### src/rtl/piso_serializer.sv
// piso_serializer
//   Parallel-in serial-out transmitter. A WIDTH-bit word is accepted on a
//   load/ready handshake and sent one bit per clk on Sout. frame qualifies
//   each valid data bit. done marks the last bit of a word. A new word may be
//   accepted in the last-bit cycle, so words can follow with no idle gap.
//
// Parameters
//   WIDTH      bits per word (2..32)
//   MSB_FIRST  1: bit WIDTH-1 goes out first, 0: bit 0 goes out first
//
// Ports
//   clk    system clock, rising edge
//   rst    synchronous active-high reset
//   load   word valid; a transfer happens when load & ready at an edge
//   Pin    parallel word, sampled only on a transfer edge
//   ready  block can take a word on this edge (IDLE or last-bit cycle)
//   Sout   serial data bit
//   frame  Sout carries a valid data bit
//   done   one-cycle pulse while the last bit of a word is on Sout
//   busy   in the SHIFT state
module piso_serializer #(
  parameter int WIDTH     = 4,
  parameter bit MSB_FIRST = 1'b1
) (
  input  logic             clk,
  input  logic             rst,
  input  logic             load,
  input  logic [WIDTH-1:0] Pin,
  output logic             ready,
  output logic             Sout,
  output logic             frame,
  output logic             done,
  output logic             busy
);

  localparam int CW = $clog2(WIDTH);

  typedef enum logic {IDLE = 1'b0, SHIFT = 1'b1} state_t;

  state_t           state;
  logic [WIDTH-1:0] sr;
  logic [CW-1:0]    cnt;
  logic [WIDTH-1:0] sr_next;
  logic             last;

  // Shift toward the output end, zero-filling behind. After the final bit
  // leaves, the register is all zeros, so Sout is 0 in IDLE without gating.
  assign sr_next = MSB_FIRST ? {sr[WIDTH-2:0], 1'b0} : {1'b0, sr[WIDTH-1:1]};

  assign last  = (state == SHIFT) && (cnt == CW'(WIDTH - 1));

  // Every output is a decode of flop state; nothing depends on the inputs.
  assign Sout  = MSB_FIRST ? sr[WIDTH-1] : sr[0];
  assign frame = (state == SHIFT);
  assign busy  = (state == SHIFT);
  assign done  = last;
  assign ready = (state == IDLE) || last;

  always_ff @(posedge clk) begin
    if (rst) begin
      state <= IDLE;
      sr    <= '0;
      cnt   <= '0;
    end else begin
      case (state)
        IDLE: begin
          if (load) begin
            sr    <= Pin;
            cnt   <= '0;
            state <= SHIFT;
          end
        end
        SHIFT: begin
          if (last) begin
            cnt <= '0;
            if (load) begin
              // Back-to-back: the next word's first bit follows directly.
              sr <= Pin;
            end else begin
              sr    <= '0;
              state <= IDLE;
            end
          end else begin
            // Loads here are ignored: ready is low outside the last bit.
            sr  <= sr_next;
            cnt <= cnt + 1'b1;
          end
        end
        default: begin
          state <= IDLE;
          sr    <= '0;
          cnt   <= '0;
        end
      endcase
    end
  end

endmodule

### config.mk
export PLATFORM = sky130hd
export DESIGN_NAME = piso_serializer
export DESIGN_NICKNAME = d
export VERILOG_FILES = /design/src/rtl/piso_serializer.sv
export SDC_FILE = /design/constraint.sdc
export NUM_CORES = 1
export LEC_CHECK = 0
export CAP_MARGIN = 20
export CORE_AREA = 2 2 39 41
export DETAILED_ROUTE_END_ITERATION = 10
export DIE_AREA = 0 0 41 43
export SYNTH_ARGS = -nofsm -noshare
export SYNTH_HDL_FRONTEND = slang
export SYNTH_SLANG_ARGS = --single-unit
### constraint.sdc
create_clock -name clk -period 1.5 [get_ports clk]
set_input_delay 0.375 -clock clk [delete_from_list [all_inputs] [get_ports clk]]
set_output_delay 0.375 -clock clk [all_outputs]
set_load 0.02 [all_outputs]
==> flow_metrics.env, run 1 <==
export IMPL_cp_arrival_ns=1.08
export IMPL_insertion_delay_ns=0.25
export IMPL_globalRouteTotalUtil_pct=12.15
export IMPL_yosys_top_cells_area="dfxtp_1 38%, a21o_2 7.2%, a32oi_1 7.2%"
export IMPL_ioPinCount=12
export IMPL_core_area_um2=1384
export IMPL_rsz0062_at_grt="no"
export IMPL_pre_cts_slack_ns=-0.1377
export IMPL_max_freq_mhz=689.1
export IMPL_fin_crit_sh_pct=96.75
export IMPL_portBuffers=11
export IMPL_p_leak_nw=0.2524
export IMPL_skew_ns=0.001684
export IMPL_crit_path_end_kind="output port"
export IMPL_synth_largest_area_cell="dfxtp_1"
export IMPL_wl_met3_um=35
export IMPL_critPathBufInv=2
export IMPL_cp_top_family="buffers and inverters"
export IMPL_initial_core_util_pct=26.49
export IMPL_cts_root_buf="clkbuf_4"
export IMPL_crit_fanout=5
export IMPL_diodes=0
export IMPL_hold_slack_ns=0.5970
export IMPL_synth_top_cell_area_share_pct=38.23
export IMPL_fp_dieW_um=41
export IMPL_hpwlAfterDp_um=622.9
export IMPL_critical_path_cell_chain="buf_4, clkdlybuf4s15_1"
export IMPL_cts_buffers=3
export IMPL_wire_per_inst_um=10.45
export IMPL_cts_tree="done"
export IMPL_via_per_inst=4.705
export IMPL_status="finished clean"
export IMPL_met1_length_um=383
export IMPL_routed_wl_um=815
export IMPL_grt_first_pass_wirelength_um=1345
export IMPL_die_area_um2=1763
export IMPL_powerDensity_nw_per_um2=856.4
export IMPL_maxSlewHeadroom_pct=81.84
export IMPL_grt_max_degree=9
export IMPL_drv_slew=0
export IMPL_overflow=0
export IMPL_vias=367
export IMPL_fin_ws_ns=0.04873
export IMPL_syn_area_per_cell_um2=8.942
export IMPL_syn_inst=41
export IMPL_cts_hold_buf=0
export IMPL_worstSetupPathType="register to output port"
export IMPL_final_nets=71
export IMPL_wl_met2_um=354
export IMPL_grt_pass1_vias=341
export IMPL_drtIter0Drc=5
export IMPL_cp_start_kind="register"
export IMPL_highest_layer="met4"
export IMPL_fp_dieH_um=43
export IMPL_max_vdd_ir_drop_mv=0.3837
export IMPL_rows=14
export IMPL_hold_class="register to register"
export IMPL_finalSetupViolations=0
export IMPL_final_common_cell="buf_4"
export IMPL_ys_seq_area_share_pct=38.23
export IMPL_dr_pass1_iters=4
export IMPL_clk_pin_slew_ns=0.05
export IMPL_ys_seq_elements=7
export IMPL_maxCapViolCount=0
export IMPL_worstMarginPinSlew_ns=0.2716
export IMPL_synthToLayoutAreaGrowth_pct=54.27
export IMPL_clockBufferDepth=2
export IMPL_synth_cell_types=17
export IMPL_yosysWarningCount=0
export IMPL_final_cell_mix="9 x buf_4, 7 x dfxtp_1, 6 x nor2_1, 6 x clkdlybuf4s50_1, 4 x inv_1"
export IMPL_slowest_stage="dfxtp_1"
export IMPL_period_minus_slack_ns=1.451
export IMPL_drive_gt1_share_pct=30.65
export IMPL_post_route_drc_count=0
export IMPL_syn_area_um2=366.6
export IMPL_gp_congestion=0.6863
export IMPL_htreeDepth=1
export IMPL_grt_antenna_before_repair=0
export IMPL_required_ns=1.12
export IMPL_critPathMaxStageDelay_ns=0.39
export IMPL_cts_sinks=7
export IMPL_finalHoldViolCount=0
export IMPL_synth_nets=49
export IMPL_antenna_left=0
==> Yosys cell counts (all sizes together) <==
cell and instances:
and2 1, mux2i 2, nor3b 1, ha 1, nor3 3, buf 3
a21o 3, inv 4, dfxtp 7, nor2b 1, nor2 6, a21oi 1
o21a 1, a211oi 3, nand3 1, a32oi 3
==> final timing paths <==
check,from,end,slack (ns),depth (start not counted)
worst min-delay path,sr[2]$_SDFFE_PP0P_,sr[3]$_SDFFE_PP0P_,0.60,2
worst min register to register,sr[2]$_SDFFE_PP0P_,sr[3]$_SDFFE_PP0P_,0.60,2
worst max register to register,busy$_SDFF_PP0_,sr[1]$_SDFFE_PP0P_,0.38,4
worst max-delay path,busy$_SDFF_PP0_,frame,0.05,2
==> metal layers <==
| layer | vias to the layer above | global-route usage [%] |
|---|---|---|
| met5 | - | 0 |
| li1 | 186 | - |
| met1 | 167 | 13.50 |
| met4 | 0 | 16.00 |
| met3 | 4 | 1.571 |
| met2 | 10 | 16.25 |
==> per-stage QoR <==
| stage | area (µm²) | power [mW] | util [%] | instances | TNS (ns) |
|---|---|---|---|---|---|
| floorplan | 366.6 | 0.2653 | - | 41 | 0 |
| detailed placement | 538.0 | 0.3221 | 38.88 | 74 | -0.2368 |
| global route | 565.5 | 0.5138 | 40.87 | 78 | 0 |
| CTS | 553.0 | 0.4903 | 39.96 | 78 | 0 |
| global placement | 538.0 | 0.3209 | 38.88 | 74 | -0.2126 |
| finish | 565.5 | 0.4843 | 40.87 | 78 | 0 |
==> cell families (layout without fill, tap and decap cells) <==
logic type / count (synthesis) / after routing / share of synthesized area (%)
and+or+nand+nor: 13 / 13 / 17.75
AOI/OAI and AO/OA: 11 / 11 / 23.89
adders and majority gates: 1 / 1 / 3.412
DFF: 7 / 7 / 38.22
muxes: 2 / 2 / 5.461
buffers and inverters: 7 / 28 / 11.26
==> worst reg2reg max path, cell delays in order, from the launching register on <==
cell and delay, ns:
dfxtp_1 0.34, buf_4 0.15, buf_4 0.14, a21o_2 0.18, a211oi_1 0.22
==> flip-flops by register name, summed over array words and instances (netlist names) <==
signal  count
cnt         2
busy        1
sr          4
==> final cells by class <==
type | count | area, µm²
Fill cell | 146 | 818.3
Timing Repair Buffer | 20 | 166.4
Clock buffer | 4 | 26.28
Multi-Input combinational cell | 27 | 197.7
Sequential cell | 7 | 140.1
Tap cell | 16 | 20.02
Inverter | 4 | 15.01
==> report_power, final <==
| part | leakage, nW | switching [mW] | internal, mW |
|---|---|---|---|
| logic | 0.180 | 0.0471 | 0.0598 |
| registers | 0.0578 | 0.00857 | 0.199 |
| clock network | 0.0150 | 0.0685 | 0.101 |
| total | 0.252 | 0.124 | 0.360 |
==> what timing repair did <==
| item | CTS | global route |
|---|---|---|
| setup endpoints to repair | 5 | 4 |
| resized for setup | 12 | 3 |
| setup buffers | 0 | 0 |
No activity file was read; power rests on OpenSTA's default activity.
==> run 2, diff against run 1 <==
SLEW_MARGIN = 20   (was default)
==> results of run 2 <==
The final DEF is identical to that of run 1; final timing and power are the same.
==> run 3, diff against run 2 <==
CORE_AREA = 4 4 41 43   (was 2 2 39 41)
CTS_BUF_LIST = sky130_fd_sc_hd__clkbuf_4 sky130_fd_sc_hd__clkbuf_8   (was default)
DIE_AREA = 0 0 45 47   (was 0 0 41 43)
==> run 3 against run 2 <==
Final cell count decreased by 1.3%. Largest cell class unchanged. Clock power increased by 14%. Die area increased by 20%. Largest power group unchanged.
==> flow_metrics.env, run 3 (synthesis gave the netlist of run 1 again) <==
export IMPL_r2r_end="sr[2]$_SDFFE_PP0P_"
export IMPL_post_route_drc_count=0
export IMPL_cts_sinks=7
export IMPL_critPathMaxStageDelay_ns=0.32
export IMPL_fin_ws_ns=0.05107
export IMPL_cp_arrival_ns=1.07
export IMPL_worst_path_stages=4
export IMPL_slowest_stage="dfxtp_2"
export IMPL_htreeDepth=1
export IMPL_maxCapViolCount=0
export IMPL_synthToLayoutAreaGrowth_pct=50.51
export IMPL_fp_dieW_um=45
export IMPL_worstMarginPinSlew_ns=0.2898
export IMPL_cp_start_kind="register"
export IMPL_grt_first_pass_wirelength_um=1311
export IMPL_worstSetupPathType="register to output port"
export IMPL_place_area_um2=529.3
export IMPL_portBuffers=11
export IMPL_cp_top_family="flip-flops"
export IMPL_clockBufferDepth=2
export IMPL_maxSlewHeadroom_pct=80.62
export IMPL_worstSetupStartpoint="cnt[1]$_SDFFE_PP0P_"
export IMPL_finalHoldViolCount=0
export IMPL_critical_path_cell_chain="ha_2, nor2b_2, inv_1, buf_2"
export IMPL_final_cell_mix="10 x buf_4, 6 x nor2_1, 6 x dfxtp_1, 6 x clkdlybuf4s50_1"
export IMPL_rows=13
export IMPL_hold_class="register to register"
export IMPL_dr_pass1_iters=4
export IMPL_crit_fanout=3
export IMPL_insertion_delay_ns=0.25
export IMPL_diodes=0
export IMPL_overflow=0
export IMPL_fin_crit_sh_pct=96.60
export IMPL_largest_register="sr"
export IMPL_core_area_um2=1301
export IMPL_hpwlAfterDp_um=611.4
export IMPL_drive_gt1_share_pct=37.10
export IMPL_drtIter0Drc=7
export IMPL_rsz0062_at_grt="yes"
export IMPL_ff2ff_path_depth=4
export IMPL_ioPinCount=12
export IMPL_wire_per_inst_um=11.23
export IMPL_final_common_cell="buf_4"
export IMPL_required_ns=1.12
export IMPL_critPathBufInv=2
export IMPL_status="finished clean"
export IMPL_initial_core_util_pct=28.17
export IMPL_globalRouteTotalUtil_pct=9.580
export IMPL_fp_dieH_um=47
export IMPL_cts_tree="done"
export IMPL_vias=365
export IMPL_pre_cts_slack_ns=-0.1166
export IMPL_tns_ns=0
export IMPL_r2r_setup_slack_ns=0.33
export IMPL_worstHoldPathCells=2
export IMPL_p_leak_nw=0.2557
export IMPL_routed_wl_um=865
export IMPL_r2r_start="busy$_SDFF_PP0_"
export IMPL_antenna_left=0
export IMPL_clk_pin_slew_ns=0.06
export IMPL_grt_antenna_before_repair=0
export IMPL_finalSetupViolations=0
export IMPL_crit_path_end_kind="output port"
export IMPL_stdcell_area_um2=551.8
export IMPL_gp_congestion=0.7231
export IMPL_max_freq_mhz=690.2
export IMPL_skew_ns=0.0007332
export IMPL_final_nets=71
export IMPL_die_area_um2=2115
export IMPL_cts_buffers=3
export IMPL_via_per_inst=4.740
export IMPL_cts_hold_buf=0
export IMPL_grt_pass1_vias=277
export IMPL_largest_reg_flops=4
export IMPL_drv_slew=0
export IMPL_max_vdd_ir_drop_mv=0.6174
export IMPL_powerDensity_nw_per_um2=911.7
export IMPL_period_minus_slack_ns=1.449
export IMPL_crit_path_end="ready"
export IMPL_hold_slack_ns=0.5994
export IMPL_cts_root_buf="clkbuf_4"
export IMPL_grt_max_degree=11
-- run 3: final cells by class --
cell class	count	area, µm²
tap	15	18.77
multi-input combinational	27	187.7
timing repair buffer	20	158.9
fill	156	749.5
inverter	4	15.01
clock buffer	4	30.03
sequential	7	141.4
-- run 3: report_power, final --
group          switching (mW)  internal [mW]
registers             0.00761          0.199
clock network          0.0741          0.120
logic                  0.0470         0.0557
total                   0.129          0.374
-- run 3: worst min-delay path by stage --
stage / startpoint / endpoint / slack [ns]
final: sr[0]$_SDFFE_PP0P_ / sr[1]$_SDFFE_PP0P_ / 0.60
after global routing: sr[0]$_SDFFE_PP0P_ / sr[1]$_SDFFE_PP0P_ / 0.62
after CTS: sr[0]$_SDFFE_PP0P_ / sr[1]$_SDFFE_PP0P_ / 0.60
after detailed placement: sr[0]$_SDFFE_PP0P_ / sr[1]$_SDFFE_PP0P_ / 0.59
after global placement: sr[1]$_SDFFE_PP0P_ / sr[2]$_SDFFE_PP0P_ / 0.57
after floorplan: rst / sr[0]$_SDFFE_PP0P_ / 0.45
-- run 3: worst register-to-register path, delay by kind of cell, from the launching register on --
family / cells / cell delay, ns
compound gates: 2 / 0.43
flops: 1 / 0.34
buf+inv: 2 / 0.30
-- run 3: what timing repair did --
action / 4_1_cts / 5_1_grt
gates resized for setup: 11 / 7
setup buffers: 0 / 1
endpoints found under the hold margin: 0 / 0
setup endpoints to repair: 5 / 4
pin swaps: 0 / 1
-- run 3: metrics by stage --
stage,cells,total power [mW],util [%]
after floorplan,41,0.2653,-
after global placement,72,0.3187,40.67
after detailed placement,72,0.3199,40.67
after CTS,76,0.5132,41.92
after global routing,77,0.5394,42.40
final,77,0.5031,42.40
-- run 3: layer usage --
layer	vias to the layer above	global-route usage [%]	routed length, µm	part of all wire, %
met5	-	0	0	0
met4	0	5.263	0	0
met3	0	6.897	59	6.8
met2	12	11.58	389	45
met1	162	12.13	416	48
li1	191	-	-	-
